**config.mk**
```make
export PLATFORM = sky130hd
export DESIGN_NAME = alu_param_flat
export DESIGN_NICKNAME = d
export VERILOG_FILES = /design/src/rtl/alu_param_pkg.sv /design/src/rtl/alu_param_if.sv /design/src/rtl/alu_param_shifter.sv /design/src/rtl/alu_param.sv /design/src/flat_wrapper.sv
export SDC_FILE = /design/constraint.sdc
export NUM_CORES = 1
export LEC_CHECK = 0
export ABC_AREA = 1
export CAP_MARGIN = 15
export CORE_ASPECT_RATIO = 0.75
export CORE_MARGIN = 3
export CORE_UTILIZATION = 56
export DETAILED_ROUTE_END_ITERATION = 12
export PLACE_DENSITY_LB_ADDON = 0.05
export SLEW_MARGIN = 20
export SYNTH_ARGS = -nofsm -noshare
export SYNTH_HDL_FRONTEND = slang
export SYNTH_HIERARCHICAL = 1
export SYNTH_SLANG_ARGS = --single-unit
```
**constraint.sdc**
```tcl
create_clock -name clk -period 0.81 [get_ports clk]
set_clock_uncertainty 0.05 [all_clocks]
set_input_delay 0.162 -clock clk [delete_from_list [all_inputs] [get_ports clk]]
set_output_delay 0.162 -clock clk [all_outputs]
set_load 0.01 [all_outputs]
```
**src/rtl/alu_param_pkg.sv**
```systemverilog
// Shared types and constants for the parameterised ALU.
// The optional input register is enabled with the ALU_INPUT_REG_EN macro (see alu_param.sv).
package alu_param_pkg;

    // Opcode map; 10-15 are unused and produce a zero result
    typedef enum logic [3:0] {
        OP_AND = 4'd0,
        OP_OR  = 4'd1,
        OP_ADD = 4'd2,
        OP_INC = 4'd3,
        OP_DEC = 4'd4,
        OP_NOT = 4'd5,
        OP_SUB = 4'd6,
        OP_XOR = 4'd7,
        OP_SHL = 4'd8,
        OP_SHR = 4'd9
    } alu_op_t;

    // Bit positions inside ALUflags
    localparam int Z_IDX = 1;
    localparam int C_IDX = 0;

    // Flag value held while in reset: zero result, no carry
    localparam logic [1:0] FLAGS_RESET = 2'b10;

    // Shifter direction encoding
    localparam logic SH_LEFT  = 1'b0;
    localparam logic SH_RIGHT = 1'b1;

endpackage

```
**src/rtl/alu_param_if.sv**
```systemverilog
// Operand/opcode/result bundle of the ALU. The master drives operands and
// opcode and observes result and flags; the slave is the ALU itself.
interface alu_param_if #(
    parameter int n = 4
);
    logic [n-1:0] ALUA;
    logic [n-1:0] ALUB;
    logic [3:0]   ALUcontrol;
    logic         ALUFLAGin;
    logic [n-1:0] ALUresult;
    logic [1:0]   ALUflags;

    modport master (
        output ALUA,
        output ALUB,
        output ALUcontrol,
        output ALUFLAGin,
        input  ALUresult,
        input  ALUflags
    );

    modport slave (
        input  ALUA,
        input  ALUB,
        input  ALUcontrol,
        input  ALUFLAGin,
        output ALUresult,
        output ALUflags
    );
endinterface

```
**src/rtl/alu_param_shifter.sv**
```systemverilog
// Combinational logical shifter with programmable fill bit.
// Shift amounts above n saturate to an all-fill result; last bit out is
// reported for 1..n, is zero for no shift and equals the fill beyond n.
module alu_param_shifter
    import alu_param_pkg::*;
#(
    parameter int n = 4
) (
    input  logic [n-1:0] a,
    input  logic [n-1:0] s,
    input  logic         fill,
    input  logic         dir,
    output logic [n-1:0] result,
    output logic         last
);

    // n always fits in n bits for n >= 2, so it can be compared to s directly
    localparam logic [n-1:0] N_VAL = n'(n);

    logic [2*n-1:0] left_ext;
    logic [2*n-1:0] right_ext;

    // Shift a double-width vector so the fill bits stream into the vacated positions
    always_comb begin
        left_ext  = {a, {n{fill}}} << s;
        right_ext = {{n{fill}}, a} >> s;
        result    = a;
        last      = 1'b0;
        if (s == '0) begin
            result = a;
            last   = 1'b0;
        end else if (s > N_VAL) begin
            result = {n{fill}};
            last   = fill;
        end else if (dir == SH_LEFT) begin
            result = left_ext[2*n-1:n];
            for (int i = 0; i < n; i++) begin
                if (n'(i) == (N_VAL - s)) begin
                    last = a[i];
                end
            end
        end else begin
            result = right_ext[n-1:0];
            for (int i = 0; i < n; i++) begin
                if (n'(i + 1) == s) begin
                    last = a[i];
                end
            end
        end
    end

endmodule

```
**src/rtl/alu_param.sv**
```systemverilog
// Parameterised n-bit ALU: ten opcodes, registered result and Z/C flags.
// The flag input acts as carry-in, borrow-in, operand select or shift fill.
// Define ALU_INPUT_REG_EN to register the inputs first (latency 2 instead of 1).
module alu_param
    import alu_param_pkg::*;
#(
    parameter int n = 4
) (
    input  logic         clk,
    input  logic         rst_n,
    alu_param_if.slave   bus
);

    logic [n-1:0] a_p0;
    logic [n-1:0] b_p0;
    logic [3:0]   op_p0;
    logic         f_p0;

`ifdef ALU_INPUT_REG_EN
    logic [n-1:0] a_p0_d, a_p0_q;
    logic [n-1:0] b_p0_d, b_p0_q;
    logic [3:0]   op_p0_d, op_p0_q;
    logic         f_p0_d, f_p0_q;

    // Next value of the input register is simply the current bus inputs
    always_comb begin
        a_p0_d  = bus.ALUA;
        b_p0_d  = bus.ALUB;
        op_p0_d = bus.ALUcontrol;
        f_p0_d  = bus.ALUFLAGin;
    end

    // Input register stage, cleared on reset
    always_ff @(posedge clk or negedge rst_n) begin
        if (!rst_n) begin
            a_p0_q  <= '0;
            b_p0_q  <= '0;
            op_p0_q <= '0;
            f_p0_q  <= 1'b0;
        end else begin
            a_p0_q  <= a_p0_d;
            b_p0_q  <= b_p0_d;
            op_p0_q <= op_p0_d;
            f_p0_q  <= f_p0_d;
        end
    end

    assign a_p0  = a_p0_q;
    assign b_p0  = b_p0_q;
    assign op_p0 = op_p0_q;
    assign f_p0  = f_p0_q;
`else
    assign a_p0  = bus.ALUA;
    assign b_p0  = bus.ALUB;
    assign op_p0 = bus.ALUcontrol;
    assign f_p0  = bus.ALUFLAGin;
`endif

    logic [n-1:0] opnd_sel;
    logic [n:0]   sum_w;
    logic [n:0]   diff_w;
    logic [n:0]   inc_w;
    logic [n:0]   dec_w;
    logic [n-1:0] sh_result;
    logic         sh_last;
    logic         sh_dir;

    logic [n-1:0] result_p1_d, result_p1_q;
    logic [1:0]   flags_p1_d, flags_p1_q;
    logic         c_p1;

    assign sh_dir = (op_p0 == OP_SHR) ? SH_RIGHT : SH_LEFT;

    alu_param_shifter #(
        .n (n)
    ) u_shifter (
        .a      (a_p0),
        .s      (b_p0),
        .fill   (f_p0),
        .dir    (sh_dir),
        .result (sh_result),
        .last   (sh_last)
    );

    // (n+1)-bit arithmetic: bit n is carry for add/inc and borrow for sub/dec
    always_comb begin
        opnd_sel = f_p0 ? b_p0 : a_p0;
        sum_w    = {1'b0, a_p0} + {1'b0, b_p0} + (n+1)'(f_p0);
        diff_w   = {1'b0, a_p0} - {1'b0, b_p0} - (n+1)'(f_p0);
        inc_w    = {1'b0, opnd_sel} + (n+1)'(1);
        dec_w    = {1'b0, opnd_sel} - (n+1)'(1);
    end

    // Opcode decode: select result and carry, derive Z from the final result
    always_comb begin
        result_p1_d = '0;
        c_p1        = 1'b0;
        case (op_p0)
            OP_AND: result_p1_d = a_p0 & b_p0;
            OP_OR:  result_p1_d = a_p0 | b_p0;
            OP_ADD: begin
                result_p1_d = sum_w[n-1:0];
                c_p1        = sum_w[n];
            end
            OP_INC: begin
                result_p1_d = inc_w[n-1:0];
                c_p1        = inc_w[n];
            end
            OP_DEC: begin
                result_p1_d = dec_w[n-1:0];
                c_p1        = dec_w[n];
            end
            OP_NOT: result_p1_d = ~opnd_sel;
            OP_SUB: begin
                result_p1_d = diff_w[n-1:0];
                c_p1        = diff_w[n];
            end
            OP_XOR: result_p1_d = a_p0 ^ b_p0;
            OP_SHL, OP_SHR: begin
                result_p1_d = sh_result;
                c_p1        = sh_last;
            end
            default: begin
                result_p1_d = '0;
                c_p1        = 1'b0;
            end
        endcase
        flags_p1_d        = '0;
        flags_p1_d[Z_IDX] = (result_p1_d == '0);
        flags_p1_d[C_IDX] = c_p1;
    end

    // Output register stage; reset forces a zero result with Z set
    always_ff @(posedge clk or negedge rst_n) begin
        if (!rst_n) begin
            result_p1_q <= '0;
            flags_p1_q  <= FLAGS_RESET;
        end else begin
            result_p1_q <= result_p1_d;
            flags_p1_q  <= flags_p1_d;
        end
    end

    assign bus.ALUresult = result_p1_q;
    assign bus.ALUflags  = flags_p1_q;

endmodule

```
**src/flat_wrapper.sv**
```systemverilog
// flat-port wrapper written by rule: the top's interface ports become plain ports
module alu_param_flat import alu_param_pkg::*;
#(
    parameter int n = 4
)
  (clk, rst_n, bus_ALUA, bus_ALUB, bus_ALUcontrol, bus_ALUFLAGin, bus_ALUresult, bus_ALUflags);
  alu_param_if #(.n(n)) bus_i ();
  input  logic clk;
  input  logic rst_n;
  input wire logic [$bits(bus_i.ALUA)-1:0] bus_ALUA;
  input wire logic [$bits(bus_i.ALUB)-1:0] bus_ALUB;
  input wire logic [$bits(bus_i.ALUcontrol)-1:0] bus_ALUcontrol;
  input wire logic [$bits(bus_i.ALUFLAGin)-1:0] bus_ALUFLAGin;
  output wire logic [$bits(bus_i.ALUresult)-1:0] bus_ALUresult;
  output wire logic [$bits(bus_i.ALUflags)-1:0] bus_ALUflags;
  assign bus_i.ALUA = bus_ALUA;
  assign bus_i.ALUB = bus_ALUB;
  assign bus_i.ALUcontrol = bus_ALUcontrol;
  assign bus_i.ALUFLAGin = bus_ALUFLAGin;
  assign bus_ALUresult = bus_i.ALUresult;
  assign bus_ALUflags = bus_i.ALUflags;
  alu_param #(.n(n)) u_core (.clk(clk), .rst_n(rst_n), .bus(bus_i));
endmodule
```
==> results by group, run 1 <==
Die
  • Horizontal die dimension: 66.8 um
  • Number of top-level design ports: 21
  • Standard-cell rows: 15
  • Vertical extent of the die: 51.6 um
  • Starting density of the core: 63.2%

Synthesis
  • Main area contributors after synthesis: sky130_fd_sc_hd__nand2_1, sky130_fd_sc_hd__ha_1, sky130_fd_sc_hd__nand3_1
  • Net count of the mapped netlist: 309
  • YS warnings: 6
  • Register bit count reported by yosys: 6
  • Register area share after synthesis: approximately a tenth
  • Area fraction of the dominant cell type after synthesis: 22.7%
  • Largest area contributor in the netlist: sky130_fd_sc_hd__nand2_1
  • Cell area after technology mapping: 1550 um^2
  • Number of different library cells in the post-synthesis netlist: 29
  • Number of cells produced by synthesis: approximately 270
  • Mean instance size in the synthesized netlist: around 5.7 um^2

Clocking
  • Cells resized by post-CTS repair: between 100 and 150
  • Maximum root-to-sink buffer count: 2
  • Count of clock tree sinks: 6
  • Count of buffers added by post-CTS timing repair for setup: 6
  • Number of buffers inserted for hold repair after clock tree synthesis: 0
  • Number of H-tree levels: 1
  • Cts bufs inserted: 3
  • Clk Tree Root Cell: sky130_fd_sc_hd__clkbuf_8

Placement
  • Count of port buffers added during placement: 20
  • Worst slack, placed: -1.62 ns
  • Number of placed instances with taps included: 378
  • HPWL after DPL: between 4000 and 5000 um
  • Routability Congestion: 1.01
  • Total placed instance area: 2190 um^2

Run status
  • Log Error: [ERROR DPL-0033] detailed placement checks failed during check placement.
  • Stopped at: clock tree synthesis
  • Result of the run: stopped before the end
-- metrics by stage --
stage / setup TNS [ns] / util [%] / hold WS [ns]
2_1_floorplan: -4.10 / - / -0.184
3_5_place_dp: -10.77 / 89.0 / 0.373
3_3_place_gp: -10.15 / 89.0 / 0.358
-- cell families after synthesis --
kind of cell             count (synthesis)  share of synthesized area [%]
flip-flops                               6                           9.75
AND/OR/NAND/NOR                        181                           51.2
adder cells (fa/ha/maj)                 20                           18.1
XOR/XNOR                                 1                          0.564
buffers and inverters                   43                           11.9
AO/OA/AOI/OAI                           23                           8.54
-- synth_stat cells --
master,count
sky130_fd_sc_hd__a21oi_1,6
sky130_fd_sc_hd__a31oi_1,1
sky130_fd_sc_hd__buf_2,1
sky130_fd_sc_hd__buf_6,3
sky130_fd_sc_hd__clkinv_1,1
sky130_fd_sc_hd__dfrtp_1,5
sky130_fd_sc_hd__dfstp_2,1
sky130_fd_sc_hd__fa_1,4
sky130_fd_sc_hd__ha_1,16
sky130_fd_sc_hd__inv_1,35
sky130_fd_sc_hd__inv_2,3
sky130_fd_sc_hd__nand2_1,94
sky130_fd_sc_hd__nand2_2,7
sky130_fd_sc_hd__nand3_1,29
sky130_fd_sc_hd__nand3_2,3
sky130_fd_sc_hd__nand3b_1,3
sky130_fd_sc_hd__nand4_1,4
sky130_fd_sc_hd__nor2_1,34
sky130_fd_sc_hd__nor2_2,4
sky130_fd_sc_hd__nor2_4,1
sky130_fd_sc_hd__nor3_1,1
sky130_fd_sc_hd__o2111ai_1,2
sky130_fd_sc_hd__o211ai_1,1
sky130_fd_sc_hd__o21ai_0,6
sky130_fd_sc_hd__o21ai_1,5
sky130_fd_sc_hd__o21ai_2,1
sky130_fd_sc_hd__o21bai_1,1
sky130_fd_sc_hd__or2_2,1
sky130_fd_sc_hd__xnor2_1,1
==> run 2, diff against run 1 <==
--- a/config.mk
+++ b/config.mk
@@ -7,11 +7,10 @@
 export LEC_CHECK = 0
 export ABC_AREA = 1
 export CAP_MARGIN = 15
-export CORE_ASPECT_RATIO = 0.75
 export CORE_MARGIN = 3
-export CORE_UTILIZATION = 56
+export CORE_UTILIZATION = 40
 export DETAILED_ROUTE_END_ITERATION = 12
-export PLACE_DENSITY_LB_ADDON = 0.05
+export PLACE_DENSITY_LB_ADDON = 0.15
 export SLEW_MARGIN = 20
 export SYNTH_ARGS = -nofsm -noshare
 export SYNTH_HDL_FRONTEND = slang
==> results by group, run 2 <==
Synthesis
  • Mean instance size in the synthesized netlist: about 5.7 um^2
  • Largest area contributor in the netlist: sky130_fd_sc_hd__nand2_1
  • YS warnings: 6
  • Predominant post-synthesis flop cell: sky130_fd_sc_hd__dfrtp_1
  • Post-synthesis async set-or-reset flop share: 100%
  • Main area contributors after synthesis: sky130_fd_sc_hd__nand2_1, sky130_fd_sc_hd__ha_1, sky130_fd_sc_hd__nand3_1
  • Number of enable flip-flop cells after synthesis: 0
  • Number of cells produced by synthesis: 274
  • List of most frequent post-synthesis cells: sky130_fd_sc_hd__nand2_1, sky130_fd_sc_hd__inv_1, sky130_fd_sc_hd__nor2_1
  • Number of different library cells in the post-synthesis netlist: 29
  • Register bit count reported by yosys: 6
  • Top-count cell post-synth: sky130_fd_sc_hd__nand2_1
  • Net count of the mapped netlist: about 310
  • Cell area after technology mapping: 1550 um^2
  • Area fraction of the dominant cell type after synthesis: 22.7%
  • Register area share after synthesis: 9.75%

Drt
  • Antenna-violating nets left: 0
  • Detailed Route Iter0 Violations: ~120
  • Post-Route WL: 5360 um
  • Via total after detailed routing: 2083
  • Routed wire per std cell: 12.9 um
  • Count of unresolved DRC violations after routing: 0
  • DR pass1 iterations: 4
  • Number of vias per cell after detailed routing: 5.03

Placement
  • HPWL after DPL: 4240 um
  • Worst slack, placed: -1.59 ns
  • Total placed instance area: approximately 2300 um^2
  • Count of port buffers added during placement: 20
  • Routability Congestion: 0.956

Finish
  • Layout overhead on the synthesized area: 63.3%
  • Layout cells sized above 1: 44.0%
  • Highest-count cells in the layout ignoring fill and taps: sky130_fd_sc_hd__nand2_1, sky130_fd_sc_hd__buf_4, sky130_fd_sc_hd__nor2_1
  • Number of flip-flops under the largest register name: 4
  • Antenna diodes: 0
  • Most common cell after layout, fill and taps aside: sky130_fd_sc_hd__nand2_1
  • Area of all placed cells without fillers: ~2500 um^2
  • Net count, final: between 400 and 500
  • Core utilization of the finished layout: 68.8%

Critical path
  • Crit path required time: between 0.9 and 1 ns
  • CP startpoint kind: primary input
  • Sort of element at the end of the critical path: flop
  • Largest delay contributor family on the critical path: adder cells
  • Critical path class: in2reg
  • Arrival time of the worst setup path: 1.80 ns
  • Biggest fanout along the worst timing path: 4
  • Slowest CP cell: sky130_fd_sc_hd__fa_2
  • Cell breakdown of the critical path: buf_8, fa_2, inv_2, ha_4, o21ai_2, nand3b_1, nand3_2, nand2_1, nor2_1, nand2_1, nor2_1
  • Buf+Inv Stages, Crit Path: 2
  • Delay contributed by the slowest stage of the critical path: 0.62 ns

Die
  • Horizontal die dimension: 68.3 um
  • Vertical extent of the die: roughly 68 um
  • Die footprint: 4670 um^2
  • Area of the core: roughly 3700 um^2
  • Number of top-level design ports: 21
  • Starting density of the core: 42.1%
  • Standard-cell rows: 22

Run status
  • Result of the run: finished with violations
  • Violated checks: negative setup slack

Timing
  • Pins Over Slew Limit: 0
  • Period minus WS final: 1.70 ns
  • Final critical-path share of the clock period: 210%
  • Tightest Pin Transition: 0.396 ns
  • Setup TNS: -5.45 ns
  • Final Hold Fails: 0
  • Worst max-slew margin expressed relative to the limit: 73.3%
  • Maximum clock rate: 0.587 GHz
  • Unrepaired setup endpoints after global routing: true
  • Setup slack of the critical path after layout: -0.892 ns
  • # setup viols final: 12

Worst hold path
  • Type of the worst min-delay path: in2async

GRT
  • Initial antenna violation count: 0
  • Wire length of the first global-routing pass: 8190 um
  • Vias in the first global route: 1820
  • GR Util All Layers: 23.2%
  • Pin count of the biggest net entering global routing: 12
  • Total grt overflow: 0

Clocking
  • Clk Tree Root Cell: sky130_fd_sc_hd__clkbuf_8
  • Cts bufs inserted: 3
  • Count of clock tree sinks: 6
  • TritonCTS clock tree: built
  • CTS clock-pin slew for the worst setup and hold paths: 0.04 ns
  • Maximum root-to-sink buffer count: 2
  • Number of buffers inserted for hold repair after clock tree synthesis: 0
  • Number of H-tree levels: 1

Run
  • Number of max-cap violations: 0

Power and ir drop
  • Cell area power density: 891 nW/um^2
  • Reported leakage power: 1.37 nW
  • IR drop worst, VDD: 0.000408 V
-- run 2: cell counts after synthesis --
No cell type changed its count.
-- run 2: per-stage QoR --
| stage | total power (W) | hold slack, ns | cells |
|---|---|---|---|
| 6_report | 0.00226 | 0.124 | 414 |
| 3_3_place_gp | 0.00158 | 0.362 | 400 |
| 3_5_place_dp | 0.00159 | 0.354 | 400 |
| 5_1_grt | 0.00243 | 0.147 | 414 |
| 2_1_floorplan | 0.000968 | -0.184 | 274 |
| 4_1_cts | 0.00212 | 0.123 | 410 |
-- run 2: final cells by class --
type                            instances  area, um^2
Clock buffer                            4        45.0
Fill cell                             339        1150
Timing Repair Buffer                   92         724
Tap cell                               48        60.1
Inverter                               39         155
Multi-Input combinational cell        225        1400
Sequential cell                         6         151
-- run 2: power breakdown --
group          switching [W]  internal (W)
clock network       0.000124      0.000338
logic               0.000746      0.000688
registers          0.0000115      0.000351
total               0.000881       0.00138
-- run 2: what timing repair did --
action / 4_1_cts / 5_1_grt
setup endpoints to repair: 12 / 12
hold endpoints to repair: 0 / 0
pin swaps: 32 / 26
setup buffers: 6 / 4
gates resized for setup: 88 / 39
-- run 2: routing by layer --
| layer | GRT usage, % | wire [um] | vias to the layer above | share of wire (%) |
|---|---|---|---|---|
| li1 | - | - | 1049 | - |
| met5 | 0 | 0 | - | 0 |
| met3 | 0.657 | 271 | 12 | 5.1 |
| met4 | 7.20 | 144 | 0 | 2.7 |
| met1 | 31.4 | 2280 | 946 | 43 |
| met2 | 39.6 | 2660 | 76 | 50 |
-- run 2: kinds of logic (layout without fill, tap and decap cells) --
group           count (synthesis)  after routing  share of synthesized area [%]
compound gates                 23             23                           8.54
xor+xnor                        1              1                          0.564
fa+ha+maj                      20             20                           18.1
buf+inv                        43            135                           11.9
flops                           6              6                           9.75
simple gates                  181            181                           51.2
-- run 2: worst paths after layout --
path	from	slack, ns	to	cells past startpoint
worst max-delay path	bus_ALUB[0]	-0.89	u_core/bus.ALUflags[1]$_DFF_PN1_	11
max in group asynchronous	rst_n	0.32	u_core/bus.ALUflags[1]$_DFF_PN1_	1
worst min-delay path	rst_n	0.12	u_core/bus.ALUresult[2]$_DFF_PN0_	1
min in group clk	bus_ALUcontrol[3]	0.36	u_core/bus.ALUflags[0]$_DFF_PN0_	4
(Power assumes the default switching activity.)
==> run 3, diff against run 2 <==
--- a/config.mk
+++ b/config.mk
@@ -10,6 +10,7 @@
 export CORE_MARGIN = 3
 export CORE_UTILIZATION = 40
 export DETAILED_ROUTE_END_ITERATION = 12
+export DONT_BUFFER_PORTS = 1
 export PLACE_DENSITY_LB_ADDON = 0.15
 export SLEW_MARGIN = 20
 export SYNTH_ARGS = -nofsm -noshare
==> results by group, run 3 (synthesis results as in run 2) <==
Die
  • Horizontal die dimension: 68.3 um
  • Area of the core: between 3000 and 4000 um^2
  • Starting density of the core: about 42%
  • Number of top-level design ports: 21
  • Vertical extent of the die: 68.3 um
  • Standard-cell rows: 22
  • Die footprint: approximately 4700 um^2

Drt
  • Detailed Route Iter0 Violations: between 100 and 150
  • Count of unresolved DRC violations after routing: 0
  • Antenna-violating nets left: 0
  • Via total after detailed routing: 1814
  • Number of vias per cell after detailed routing: 4.89
  • Routed wire per std cell: 12.8 um
  • Post-Route WL: 4770 um
  • DR pass1 iterations: 4

GRT
  • GR Util All Layers: ~22%
  • Vias in the first global route: approximately 1.7k
  • Pin count of the biggest net entering global routing: 19
  • Total grt overflow: 0
  • Wire length of the first global-routing pass: 7650 um
  • Initial antenna violation count: 0

Timing
  • # setup viols final: 12
  • Maximum clock rate: 0.663 GHz
  • Worst max-slew margin expressed relative to the limit: 74.4%
  • Tightest Pin Transition: 0.383 ns
  • Unrepaired setup endpoints after global routing: true
  • Final Hold Fails: 0
  • Period minus WS final: 1.51 ns
  • Final critical-path share of the clock period: 186%
  • Setup slack of the critical path after layout: -0.699 ns
  • Pins Over Slew Limit: 0

Finish
  • Antenna diodes: 0
  • Number of flip-flops under the largest register name: 4
  • Core utilization of the finished layout: 56.8%
  • Fillers: 382
  • Net count, final: 359
  • Layout cells sized above 1: 30.3%
  • Layout overhead on the synthesized area: 34.8%
  • Most common cell after layout, fill and taps aside: sky130_fd_sc_hd__nand2_1
  • Area of all placed cells without fillers: 2090 um^2
  • Highest-count cells in the layout ignoring fill and taps: sky130_fd_sc_hd__nand2_1, sky130_fd_sc_hd__buf_4, sky130_fd_sc_hd__nor2_1

Clocking
  • Number of H-tree levels: 1
  • Count of clock tree sinks: 6
  • CTS clock-pin slew for the worst setup and hold paths: 0.04 ns
  • TritonCTS clock tree: built
  • Cts bufs inserted: 3
  • Clk Tree Root Cell: sky130_fd_sc_hd__clkbuf_8
  • Maximum root-to-sink buffer count: 2

Worst hold path
  • Capture endpoint of the worst hold path: u_core/bus.ALUflags[0]$_DFF_PN0_
  • Type of the worst min-delay path: in2reg
  • Hold path depth: 2
  • Worst min-delay path startpoint: bus_ALUcontrol[3]

Power and ir drop
  • Cell area power density: 882 nW/um^2
  • IR drop worst, VDD: 0.000289 V
  • Reported leakage power: 1.15 nW

Critical path
  • CP Launch Point: bus_ALUFLAGin
  • Largest delay contributor family on the critical path: adder cells
  • Buf+Inv Stages, Crit Path: 1
  • Delay contributed by the slowest stage of the critical path: 0.57 ns
  • Crit path required time: 0.91 ns
  • Sort of element at the end of the critical path: flop
  • Arrival time of the worst setup path: 1.61 ns
  • Cell breakdown of the critical path: fa_2, inv_1, ha_2, o21ai_2, nand3b_1, nand3_1, nand2_1, nor2_1, nand2_1, nor2_1
  • Critical path class: in2reg
  • CP startpoint kind: primary input
  • Biggest fanout along the worst timing path: 18
  • Slowest CP cell: sky130_fd_sc_hd__fa_2

Run status
  • Result of the run: finished with violations
  • Violated checks: negative setup slack

Run
  • Number of max-cap violations: 0

Placement
  • Routability Congestion: 0.956
  • Total placed instance area: 1950 um^2
  • HPWL after DPL: roughly 4100 um
  • Count of port buffers added during placement: 0
  • Worst slack, placed: -0.912 ns
-- run 3: changes by cell type in the layout (fill, tap and decap cells not counted), moves of 7 or more --
| cell | delta |
|---|---|
| sky130_fd_sc_hd__buf_2 | -8 |
| sky130_fd_sc_hd__buf_4 | -18 |
| sky130_fd_sc_hd__buf_6 | -7 |
| sky130_fd_sc_hd__inv_1 | +8 |
| sky130_fd_sc_hd__inv_2 | -8 |
| sky130_fd_sc_hd__nand2_1 | +7 |
-- run 3: how the worst max path moves through the flow --
stage                     slack, ns                               end  cells after the start
after global routing          -0.81  u_core/bus.ALUflags[1]$_DFF_PN1_                     11
after floorplan               -0.79  u_core/bus.ALUflags[1]$_DFF_PN1_                     11
after global placement        -0.91  u_core/bus.ALUflags[1]$_DFF_PN1_                     11
after detailed placement      -0.91  u_core/bus.ALUflags[1]$_DFF_PN1_                     10
final                         -0.70  u_core/bus.ALUflags[1]$_DFF_PN1_                     10
after CTS                     -0.68  u_core/bus.ALUflags[1]$_DFF_PN1_                     10
-- run 3: where the power goes --
part           switching, W  internal [W]  leakage (nW)  total [W]
sequential        0.0000380      0.000353        0.0747   0.000391
combinational      0.000528      0.000470          1.05   0.000997
clock              0.000120      0.000338        0.0228   0.000458
total              0.000686       0.00116          1.15    0.00185
-- run 3: metrics by stage --
stage / hold WS (ns) / total power [W] / std cells / TNS [ns]
final: 0.0956 / 0.00185 / 371 / -3.75
after CTS: 0.0611 / 0.00183 / 371 / -3.77
after detailed placement: -0.183 / 0.00131 / 365 / -5.11
after global routing: 0.135 / 0.00202 / 371 / -4.39
after global placement: -0.183 / 0.00130 / 365 / -5.08
after floorplan: -0.184 / 0.000968 / 274 / -4.10
-- run 3: area by class of cell --
type,instances,area (um^2),area share [%]
inverters,39,158,7.53
well taps,48,60.1,2.87
repair buffers,49,378,18.1
clock buffers,4,45.0,2.15
multi-input cells,225,1300,62.2
flip-flops and latches,6,151,7.23
-- run 3: timing repair --
item                                    4_1_cts  5_1_grt
pin swaps                                     9       10
endpoints found under the hold margin         6        0
endpoints found under the setup margin       12       12
resized for setup                            13       11
hold buffers                                  1        0
buffers inserted                              1        1
-- run 3: routing by layer --
layer | track usage (%) | up-vias | share of wire (%)
met1 | 29.3 | 802 | 46
met3 | 2.96 | 4 | 5.2
met2 | 36.5 | 43 | 47
met5 | 0 | - | 0
met4 | 4.47 | 0 | 1.2
li1 | - | 965 | -
==> run 4, diff against run 3 <==
--- a/config.mk
+++ b/config.mk
@@ -9,6 +9,7 @@
 export CAP_MARGIN = 15
 export CORE_MARGIN = 3
 export CORE_UTILIZATION = 40
+export CTS_CLUSTER_DIAMETER = 200
 export DETAILED_ROUTE_END_ITERATION = 12
 export DONT_BUFFER_PORTS = 1
 export PLACE_DENSITY_LB_ADDON = 0.15
==> constraint.sdc (replaced) <==
create_clock -name clk -period 1.35 [get_ports clk]
set_clock_uncertainty 0.05 [all_clocks]
set_input_delay 0.27 -clock clk [delete_from_list [all_inputs] [get_ports clk]]
set_output_delay 0.27 -clock clk [all_outputs]
set_load 0.01 [all_outputs]
==> results by group, run 4 (synthesis results as in run 2) <==
Die
  • Starting density of the core: ~42%
  • Vertical extent of the die: about 68 um
  • Horizontal die dimension: 68.3 um
  • Number of top-level design ports: 21
  • Die footprint: 4670 um^2
  • Area of the core: approximately 3700 um^2
  • Standard-cell rows: 22

Finish
  • Fillers: 383
  • Net count, final: 354
  • Most common cell after layout, fill and taps aside: sky130_fd_sc_hd__nand2_1
  • Highest-count cells in the layout ignoring fill and taps: sky130_fd_sc_hd__nand2_1, sky130_fd_sc_hd__buf_4, sky130_fd_sc_hd__nor2_1
  • Layout overhead on the synthesized area: 32.3%
  • Area of all placed cells without fillers: 2050 um^2
  • Antenna diodes: 0
  • Number of flip-flops under the largest register name: 4
  • Layout cells sized above 1: 28.6%

Timing
  • Final critical-path share of the clock period: 121%
  • Final Hold Fails: 0
  • Worst max-slew margin expressed relative to the limit: 75.6%
  • Maximum clock rate: 0.611 GHz
  • Worst slack on hold paths: 0.206 ns
  • Period minus WS final: 1.64 ns
  • # setup viols final: 6
  • Setup slack of the critical path after layout: -0.288 ns
  • Unrepaired setup endpoints after global routing: true
  • Pins Over Slew Limit: 0
  • Tightest Pin Transition: 0.364 ns

GRT
  • Pin count of the biggest net entering global routing: 19
  • GR Util All Layers: 21.6%
  • Vias in the first global route: about 1.6k
  • Initial antenna violation count: 0
  • Total grt overflow: 0
  • Wire length of the first global-routing pass: between 7000 and 8000 um

Drt
  • Post-Route WL: 4820 um
  • Routed wire per std cell: 13.2 um
  • DR pass1 iterations: 4
  • Number of vias per cell after detailed routing: roughly 5.0
  • Detailed Route Iter0 Violations: 103
  • Antenna-violating nets left: 0
  • Count of unresolved DRC violations after routing: 0
  • Via total after detailed routing: around 1.8k

Run status
  • Result of the run: finished with violations
  • Violated checks: negative setup slack

Critical path
  • Critical path class: in2reg
  • Most Frequent Cell on Critical Path: sky130_fd_sc_hd__nand2_1
  • CP startpoint kind: primary input
  • Cell breakdown of the critical path: fa_2, ha_4, nand2_1, nand2_1, nand2_1, nand2_1, nor2_1, nand2_1, nor2_1, nand2_1, nor2_1
  • Slowest CP cell: sky130_fd_sc_hd__fa_2
  • Crit path required time: around 1.5 ns
  • Biggest fanout along the worst timing path: 11
  • Arrival time of the worst setup path: 1.74 ns
  • Delay contributed by the slowest stage of the critical path: roughly 0.6 ns
  • Sort of element at the end of the critical path: flop

Power and ir drop
  • Net switching fraction of the power: a little under two fifths
  • Cell area power density: 543 nW/um^2
  • Combinational power share: 54.2%
  • Part of the power in the clock network: between 20% and 30%
  • Net switching power of the design: 0.000418 W
  • Part of the total power dissipated in sequential elements: 20.9%
  • IR drop worst, VDD: 0.000237 V
  • Internal Dissipation: 0.000698 W
  • Reported leakage power: approximately 1.1 nW

Run
  • Number of max-cap violations: 0

Clocking
  • Count of clock tree sinks: 6
  • Cts bufs inserted: 3
  • Maximum root-to-sink buffer count: 2
  • TritonCTS clock tree: built
  • Clk Tree Root Cell: sky130_fd_sc_hd__clkbuf_8
  • Number of H-tree levels: 1
  • CTS clock-pin slew for the worst setup and hold paths: 0.04 ns

Placement
  • Total placed instance area: 1880 um^2
  • Count of port buffers added during placement: 0
  • Routability Congestion: roughly 0.89
  • Worst slack, placed: -0.492 ns
  • HPWL after DPL: 3950 um

Worst hold path
  • Type of the worst min-delay path: in2reg
[run 4: cell types whose count changed in the layout (fill, tap and decap cells not counted), moves of 2 or more]
cell / delta
sky130_fd_sc_hd__inv_1: -2
sky130_fd_sc_hd__inv_2: +4
sky130_fd_sc_hd__o21ai_2: -2
sky130_fd_sc_hd__buf_4: -6
sky130_fd_sc_hd__nor2_2: -2
sky130_fd_sc_hd__nor2_1: +2
sky130_fd_sc_hd__a21oi_2: -2
sky130_fd_sc_hd__nand2_2: +2
[run 4: timing repair]
item                                    in CTS  in global routing
endpoints found under the setup margin       6                  6
pin swaps                                    8                 26
buffers inserted                             2                  3
gates resized for setup                      9                 14
hold buffers                                 1                  0
hold endpoints to repair                     6                  0
[run 4: final cells by class]
class	instances	area, um^2	area share [%]
inverter	39	150	7.31
tap	48	60.1	2.92
sequential	6	151	7.37
multi-input combinational	225	1300	63.5
clock buffer	4	45.0	2.19
timing repair buffer	44	344	16.7
[run 4: metrics by stage]
step	utilization (%)	cells	setup TNS, ns	total power (W)
after floorplan	-	274	-1.55	0.000576
after global placement	50.9	356	-2.41	0.000754
after detailed placement	50.9	356	-2.54	0.000755
after CTS	53.8	363	-1.03	0.00109
after global routing	55.7	366	-1.76	0.00121
final	55.7	366	-1.27	0.00112
[run 4: critical path, delay by kind of cell]
family        cells  cell delay [ns]
simple gates      9             0.66
fa+ha+maj         2             0.81
[run 4: worst paths after layout]
path,startpoint,endpoint,cells after the start
min,bus_ALUcontrol[3],u_core/bus.ALUflags[0]$_DFF_PN0_,2
max in group asynchronous,rst_n,u_core/bus.ALUflags[1]$_DFF_PN1_,1
max,bus_ALUB[0],u_core/bus.ALUflags[1]$_DFF_PN1_,11
min in group asynchronous,rst_n,u_core/bus.ALUflags[0]$_DFF_PN0_,1
[run 4: power by group through the flow]
stage | clock [W] | combinational (W) | sequential, W
final | 0.000278 | 0.000605 | 0.000233
after global routing | 0.000297 | 0.000673 | 0.000238
after detailed placement | 0 | 0.000519 | 0.000236
after CTS | 0.000289 | 0.000566 | 0.000234
after global placement | 0 | 0.000518 | 0.000236
after floorplan | 0 | 0.000342 | 0.000234
[run 4: routing by layer]
metal	track usage [%]	up-vias	part of all wire (%)
met1	29.5	805	46
met5	0	-	0
met4	5.96	0	1.6
li1	-	955	-
met3	0.657	6	4.3
met2	36.8	54	48
